$ cat config.mk
export PLATFORM = sky130hd
export DESIGN_NAME = wave_sched
export DESIGN_NICKNAME = d
export VERILOG_FILES = /design/src/rtl/wave_pkg.sv /design/src/rtl/wave_tick_div.sv /design/src/rtl/wave_sched.sv
export SDC_FILE = /design/constraint.sdc
export NUM_CORES = 1
export LEC_CHECK = 0
export CORE_ASPECT_RATIO = 0.6
export CORE_MARGIN = 5
export CORE_UTILIZATION = 49
export CTS_BUF_LIST = sky130_fd_sc_hd__clkbuf_8
export DETAILED_ROUTE_END_ITERATION = 16
export PLACE_DENSITY = 0.83
export SETUP_SLACK_MARGIN = 0.4
export SYNTH_ARGS = -nofsm -noshare
export SYNTH_HDL_FRONTEND = slang
export SYNTH_SLANG_ARGS = --single-unit
$ cat constraint.sdc
create_clock -name clk1 -period 2.45 [get_ports clk1]
set_clock_uncertainty 0.1 [all_clocks]
set_input_delay 0.3675 -clock clk1 [delete_from_list [all_inputs] [get_ports clk1]]
set_output_delay 0.3675 -clock clk1 [all_outputs]
set_load 0.01 [all_outputs]
$ cat src/rtl/wave_pkg.sv
// ---------------------------------------------------------------------------
// wave_pkg
// Shared definitions for the sine-wave sequencing controller.
//   W_DEFAULT            : default datapath / parameter width
//   FLUSH_CYCLES_DEFAULT : default number of core_reset cycles after run start
//   wave_state_t         : controller state (IDLE, FLUSH, RUN)
// ---------------------------------------------------------------------------
package wave_pkg;

  localparam int W_DEFAULT            = 16;
  localparam int FLUSH_CYCLES_DEFAULT = 4;

  typedef enum logic [1:0] {
    IDLE  = 2'd0,
    FLUSH = 2'd1,
    RUN   = 2'd2
  } wave_state_t;

endpackage

$ cat src/rtl/wave_tick_div.sv
// ---------------------------------------------------------------------------
// wave_tick_div
// Reloadable down-counter that produces the registered sample-enable strobe.
// The strobe is high during exactly the cycle in which the counter reads 0,
// so a divider value D gives one strobe every D+1 cycles (D=0: always high).
// Ports:
//   clk1      in   system clock, rising edge
//   reset_n   in   asynchronous active-low reset
//   enable    in   count while high; strobe forced low while low
//   load      in   load counter from divider (takes priority over enable)
//   divider   in   W  period minus one, sampled at every load/reload
//   sample_en out  registered one-cycle strobe
// ---------------------------------------------------------------------------
module wave_tick_div
  import wave_pkg::*;
#(
  parameter int W = W_DEFAULT
) (
  input  logic         clk1,
  input  logic         reset_n,
  input  logic         enable,
  input  logic         load,
  input  logic [W-1:0] divider,
  output logic         sample_en
);

  logic [W-1:0] count;

  // The strobe is registered from the counter's next value, so it lines up
  // with the cycle in which the counter actually holds 0.
  always_ff @(posedge clk1 or negedge reset_n) begin
    if (!reset_n) begin
      count     <= '0;
      sample_en <= 1'b0;
    end else if (load) begin
      count     <= divider;
      sample_en <= (divider == '0);
    end else if (enable) begin
      if (count == '0) begin
        count     <= divider;
        sample_en <= (divider == '0);
      end else begin
        count     <= count - W'(1);
        sample_en <= (count == W'(1));
      end
    end else begin
      sample_en <= 1'b0;
    end
  end

endmodule

$ cat src/rtl/wave_sched.sv
// ---------------------------------------------------------------------------
// wave_sched
// Sequencing controller for the sine-wave compute core. Generates the
// sample-enable strobe, owns the core reset, and holds the active amplitude,
// phase-offset and phase-increment registers so host updates only land on
// sample boundaries.
// Optional feature macro: WAVE_SWEEP_EN (phase-increment sweep).
// Ports:
//   clk1            in   system clock, rising edge
//   reset_n         in   asynchronous active-low reset
//   run             in   level, 1 = generate samples
//   cfg_amp         in   W  host amplitude
//   cfg_phaseoffset in   W  host phase offset
//   cfg_phaseadd    in   W  host phase increment (sweep base when swept)
//   cfg_divider     in   W  sample period minus one
//   cfg_commit      in   level, each rising edge requests an update
//   cfg_sweep_step  in   W  sweep increment   (WAVE_SWEEP_EN only)
//   cfg_sweep_limit in   W  sweep upper bound (WAVE_SWEEP_EN only)
//   amp/phaseoffset/phaseadd out W  active parameters
//   sample_en       out  one-cycle clock enable to the core
//   core_reset      out  active-high reset to the core
//   commit_ack      out  pulse when an update takes effect
//   pending         out  update requested, not yet applied
//   sample_count    out  16  samples issued since last run start (wraps)
// ---------------------------------------------------------------------------
module wave_sched
  import wave_pkg::*;
#(
  parameter int FLUSH_CYCLES = FLUSH_CYCLES_DEFAULT,
  parameter int W            = W_DEFAULT
) (
  input  logic         clk1,
  input  logic         reset_n,
  input  logic         run,
  input  logic [W-1:0] cfg_amp,
  input  logic [W-1:0] cfg_phaseoffset,
  input  logic [W-1:0] cfg_phaseadd,
  input  logic [W-1:0] cfg_divider,
  input  logic         cfg_commit,
`ifdef WAVE_SWEEP_EN
  input  logic [W-1:0] cfg_sweep_step,
  input  logic [W-1:0] cfg_sweep_limit,
`endif
  output logic [W-1:0] amp,
  output logic [W-1:0] phaseoffset,
  output logic [W-1:0] phaseadd,
  output logic         sample_en,
  output logic         core_reset,
  output logic         commit_ack,
  output logic         pending,
  output logic [15:0]  sample_count
);

  localparam logic [7:0] FLUSH_LAST = 8'(FLUSH_CYCLES - 1);

  wave_state_t state;
  logic [7:0]  flush_cnt;
  logic        commit_d;
  logic        commit_edge;
  logic        in_flush;
  logic        in_run;
  logic        last_flush;
  logic        apply_commit;

  // Commit edge feeds the update logic combinationally so an edge that lands
  // on a sample boundary is applied on that same clock edge. Dropping run
  // wins over everything in FLUSH/RUN, hence the run qualifiers.
  always_comb begin
    commit_edge  = cfg_commit & ~commit_d;
    in_flush     = (state == FLUSH) && run;
    in_run       = (state == RUN) && run;
    last_flush   = in_flush && (flush_cnt == FLUSH_LAST);
    apply_commit = ((state == IDLE) && commit_edge) ||
                   (in_run && sample_en && (pending || commit_edge));
  end

  wave_tick_div #(.W(W)) u_tick_div (
    .clk1      (clk1),
    .reset_n   (reset_n),
    .enable    (in_run),
    .load      (last_flush),
    .divider   (cfg_divider),
    .sample_en (sample_en)
  );

  // Sequencing FSM: state, flush timing, core reset, pending flag and the
  // sample counter. sample_count is cleared on entry to FLUSH as well so it
  // reads 0 from the first cycle after a run start.
  always_ff @(posedge clk1 or negedge reset_n) begin
    if (!reset_n) begin
      state        <= IDLE;
      flush_cnt    <= '0;
      commit_d     <= 1'b0;
      pending      <= 1'b0;
      core_reset   <= 1'b1;
      sample_count <= '0;
    end else begin
      commit_d <= cfg_commit;
      case (state)
        IDLE: begin
          core_reset <= 1'b1;
          pending    <= 1'b0;
          if (run) begin
            state        <= FLUSH;
            flush_cnt    <= '0;
            sample_count <= '0;
          end
        end
        FLUSH: begin
          if (!run) begin
            state   <= IDLE;
            pending <= 1'b0;
          end else begin
            sample_count <= '0;
            if (commit_edge) pending <= 1'b1;
            if (flush_cnt == FLUSH_LAST) begin
              state      <= RUN;
              core_reset <= 1'b0;
            end else begin
              flush_cnt <= flush_cnt + 8'd1;
            end
          end
        end
        RUN: begin
          if (!run) begin
            state      <= IDLE;
            core_reset <= 1'b1;
            pending    <= 1'b0;
          end else begin
            if (sample_en) sample_count <= sample_count + 16'd1;
            if (apply_commit)     pending <= 1'b0;
            else if (commit_edge) pending <= 1'b1;
          end
        end
        default: begin
          state      <= IDLE;
          core_reset <= 1'b1;
          pending    <= 1'b0;
        end
      endcase
    end
  end

`ifdef WAVE_SWEEP_EN
  logic [W-1:0] phase_base;
  logic [W:0]   sweep_sum;
  logic [W-1:0] sweep_next;

  // Sweep wraps back to the committed base on carry-out or when the limit
  // is exceeded; a zero step leaves phaseadd unchanged.
  always_comb begin
    sweep_sum = {1'b0, phaseadd} + {1'b0, cfg_sweep_step};
    if (sweep_sum[W] || (sweep_sum[W-1:0] > cfg_sweep_limit)) sweep_next = phase_base;
    else                                                      sweep_next = sweep_sum[W-1:0];
  end
`endif

  // Active parameter registers. A commit always beats a sweep step on the
  // same edge.
  always_ff @(posedge clk1 or negedge reset_n) begin
    if (!reset_n) begin
      amp         <= '0;
      phaseoffset <= '0;
      phaseadd    <= '0;
      commit_ack  <= 1'b0;
`ifdef WAVE_SWEEP_EN
      phase_base  <= '0;
`endif
    end else begin
      commit_ack <= apply_commit;
      if (apply_commit) begin
        amp         <= cfg_amp;
        phaseoffset <= cfg_phaseoffset;
        phaseadd    <= cfg_phaseadd;
`ifdef WAVE_SWEEP_EN
        phase_base  <= cfg_phaseadd;
`endif
      end
`ifdef WAVE_SWEEP_EN
      else if (in_run && sample_en) begin
        phaseadd <= sweep_next;
      end
`endif
    end
  end

endmodule

==> run metrics <==
CTS Buf Count=9; Int Power=4.16 mW; max incr delay on CP=0.45 ns; Synth warnings=0; Core Util, Final=0.725; number of synthesized flops with an enable pin=0; ys flop type=dfrtp_1; Post-DP HPWL=9190 µm; VDD IR-drop max=0.602 mV; Max-cap violations=0; Placed Cells=667; final setup violation count=0; Critical Path Sink Type=flip-flop; first-pass GRT wire length=20500 µm; clk_lat worst skew=0.36 ns; PD cells=939 nW/µm²; pre-CTS setup slack=0.101 ns; Final ANT Viol Nets=0; initial DRC count=297; Reg area=2380 µm²; startpoint type of the worst setup path=flip-flop; Clock Power Share=0.166; initial antenna violation count=1; mean post-synth cell area=11.5 µm²; ranking of synthesized cells by area=dfrtp_1 (51%), mux2_2 (12%), mux2i_1 (2.6%); worst hold path startpoint=run; Row Count=27; critical path type=reg2reg; number of global-route vias before repair=3937; Worst Path Required=2.59 ns; Synth Register Bits=95; RSZ-0062 raised after global routing=true; total iterations of the first detailed-routing run=5; Reg power frac=0.400; I/O Pins=136; vias post-DR=3937; worst endpoint data arrival time=2.23 ns; Crit path max-delay family=simple AND/OR/NAND/NOR gates; Via density=5.61; Hold Violations, Final=0; Clock transition at path regs=0.09 ns; Synth top area share=0.511; status=finished, final reports clean; Critical path origin=flush_cnt[5]; sw power=2.10 mW; Tot Pwr=6.26 mW; DRC=0; clk sinks=95; Hold WC Path Type=in2reg; Cell Area, Synth=4610 µm²; total congestion overflow=0; Worst Hold Margin=0.351 ns; measured slew at the worst slew-check pin=0.624 ns; Synth area leader=dfrtp_1; r2r startpoint=flush_cnt[5]; multi-input logic area=2210 µm²; share of layout cells above drive strength 1=0.238; Critical Path Fanout Max=7; final WL=13100 µm; H-Tree Level Count=3; Comb pwr share=0.434; CP bufs+invs=0; PnR worst setup slack=0.363 ns; port bufs=135; Reg2Reg Capture Point=u_tick_div.count[9]; sequential share of the synthesized area=0.516; DR WL/cell=18.6 µm; pin count of the biggest net entering global routing=49; Setup TNS=0 ns; CTS tree=done; R2R depth=5; syn nets=477; GRT Util Overall=0.224; Leakage Power=2.82 nW; final std cells w/o fill=702; Hold EP=core_reset; clock tree buffer depth=2; Placed Instance Area=6200 µm²; Sw Share=0.336; design area=6670 µm²; Netlist cell types=57; fin crit share=0.852; Core Footprint=9190 µm²; gp weighted congestion=0.917; hold path cells=3; Mapped Cells=401; Crit-path slowest cell=dfrtp_1; die height=85.1 µm; crit path cell chain=nor4_4, nand3_2, o21ai_4, o21ai_0, a221o_1; reg-to-reg setup timing slack=0.36 ns; Area Overhead vs Synth=44.7%; Max Slew Vio Count=0; Die ar.=11500 µm²; fraction of registers with async set or reset after synthesis=1.00; min Tclk post-route=2.09 ns; nets@finish=642; # fillers=623; fmax=0.479 GHz; DIE WIDTH=135 µm; Rel. slew slack=0.584; Initial Util=0.501; CTS Root Cell=clkbuf_8
cells in the final DEF (no fill, tap or decap), types with 7 or more instances in the layout:
master           count
mux2i_1             12
nor2_1              30
clkdlybuf4s50_1    133
inv_1               14
buf_4               32
a21oi_1             10
a31oi_1              7
nand4_1             11
dfrtp_1             92
xnor2_1              9
clkbuf_8             9
nor3_1               8
nand3_1             15
mux2_2              49
nand2_1             21
o21ai_0             14
xor2_1               9
metal layers:
layer  routed length [µm]  up-vias  GRT usage
li1                     -     1795          -
met1                 5220     1949      0.287
met5                    0        -          0
met4                  233        0     0.0622
met2                 6610      168      0.370
met3                 1010       25     0.0705
synth_stat cells (2+ instances only):
master,n
o2bb2ai_1,4
nand4_1,11
mux2_2,49
buf_6,2
ha_1,8
nor4_1,7
a31oi_1,7
nor4b_1,3
a211oi_1,5
buf_4,2
o22ai_1,3
xnor2_1,9
nor3_1,10
nand2b_1,3
mux2i_1,12
a221o_1,3
nor2_1,31
dfrtp_1,94
nor4_4,2
a21oi_1,10
and3_1,6
inv_1,15
nand3_1,16
buf_2,8
xor2_1,9
o21ai_0,14
a22oi_1,2
and4_1,2
clkbuf_1,4
a21o_1,2
nand2_1,22
logic make-up (layout without fill, tap and decap cells):
kind of cell               count (synthesis)  after routing  synth area share
and+or+nand+nor                          127            128             0.158
DFF                                       95             95             0.516
muxes                                     61             61             0.146
AOI/OAI and AO/OA                         60             60            0.0891
buffers and inverters                     32            201            0.0353
xor gates and xnor gates                  18             18            0.0342
adders and majority gates                  8              8            0.0217
other                                      0              1                 0
tightest hold or removal path, delay by kind of cell:
kind / cells / cell delay (ns)
buf+inv: 2 / 0.37
compound gates: 1 / 0.07
power groups by stage:
stage / sequential (mW) / combinational (mW) / clock, mW
5_1_grt: 2.58 / 2.91 / 1.14
3_3_place_gp: 2.46 / 2.39 / 0
6_report: 2.51 / 2.72 / 1.04
4_1_cts: 2.48 / 2.56 / 1.06
2_1_floorplan: 2.64 / 0.970 / 0
3_5_place_dp: 2.50 / 2.47 / 0
worst max-delay path by stage:
stage / end / slack (ns) / cells past startpoint
2_1_floorplan: u_tick_div.count[11] / 0.45 / 9
3_3_place_gp: sample_count[12] / 0.18 / 8
3_5_place_dp: sample_count[9] / 0.10 / 8
4_1_cts: u_tick_div.count[15] / 0.38 / 5
5_1_grt: u_tick_div.count[15] / 0.26 / 5
6_report: u_tick_div.count[9] / 0.36 / 5
repair_timing:
item	in CTS	in global routing
endpoints found under the hold margin	45	0
hold buffers	1	0
resized for setup	11	21
pin swaps	0	3
cloned	1	0
buffers inserted	8	8
endpoints found under the setup margin	38	76
final cells by class:
type / instances / area share
inverter: 15 / 0.00845
timing repair buffer: 170 / 0.248
multi-input combinational: 275 / 0.332
sequential: 95 / 0.357
clock inverter: 7 / 0.0107
tap: 130 / 0.0244
clock buffer: 9 / 0.0186
antenna: 1 / 0.000375
sequential cells by signal (all words and copies together) (netlist names):
signal                cells
sample_count             16
commit_d                  1
commit_ack                1
amp                      16
phaseadd                 16
u_tick_div.sample_en      1
flush_cnt                 8
state                     2
phaseoffset              16
core_reset                1
pending                   1
u_tick_div.count         16
Note: power is estimated with default switching activity, not from simulation.
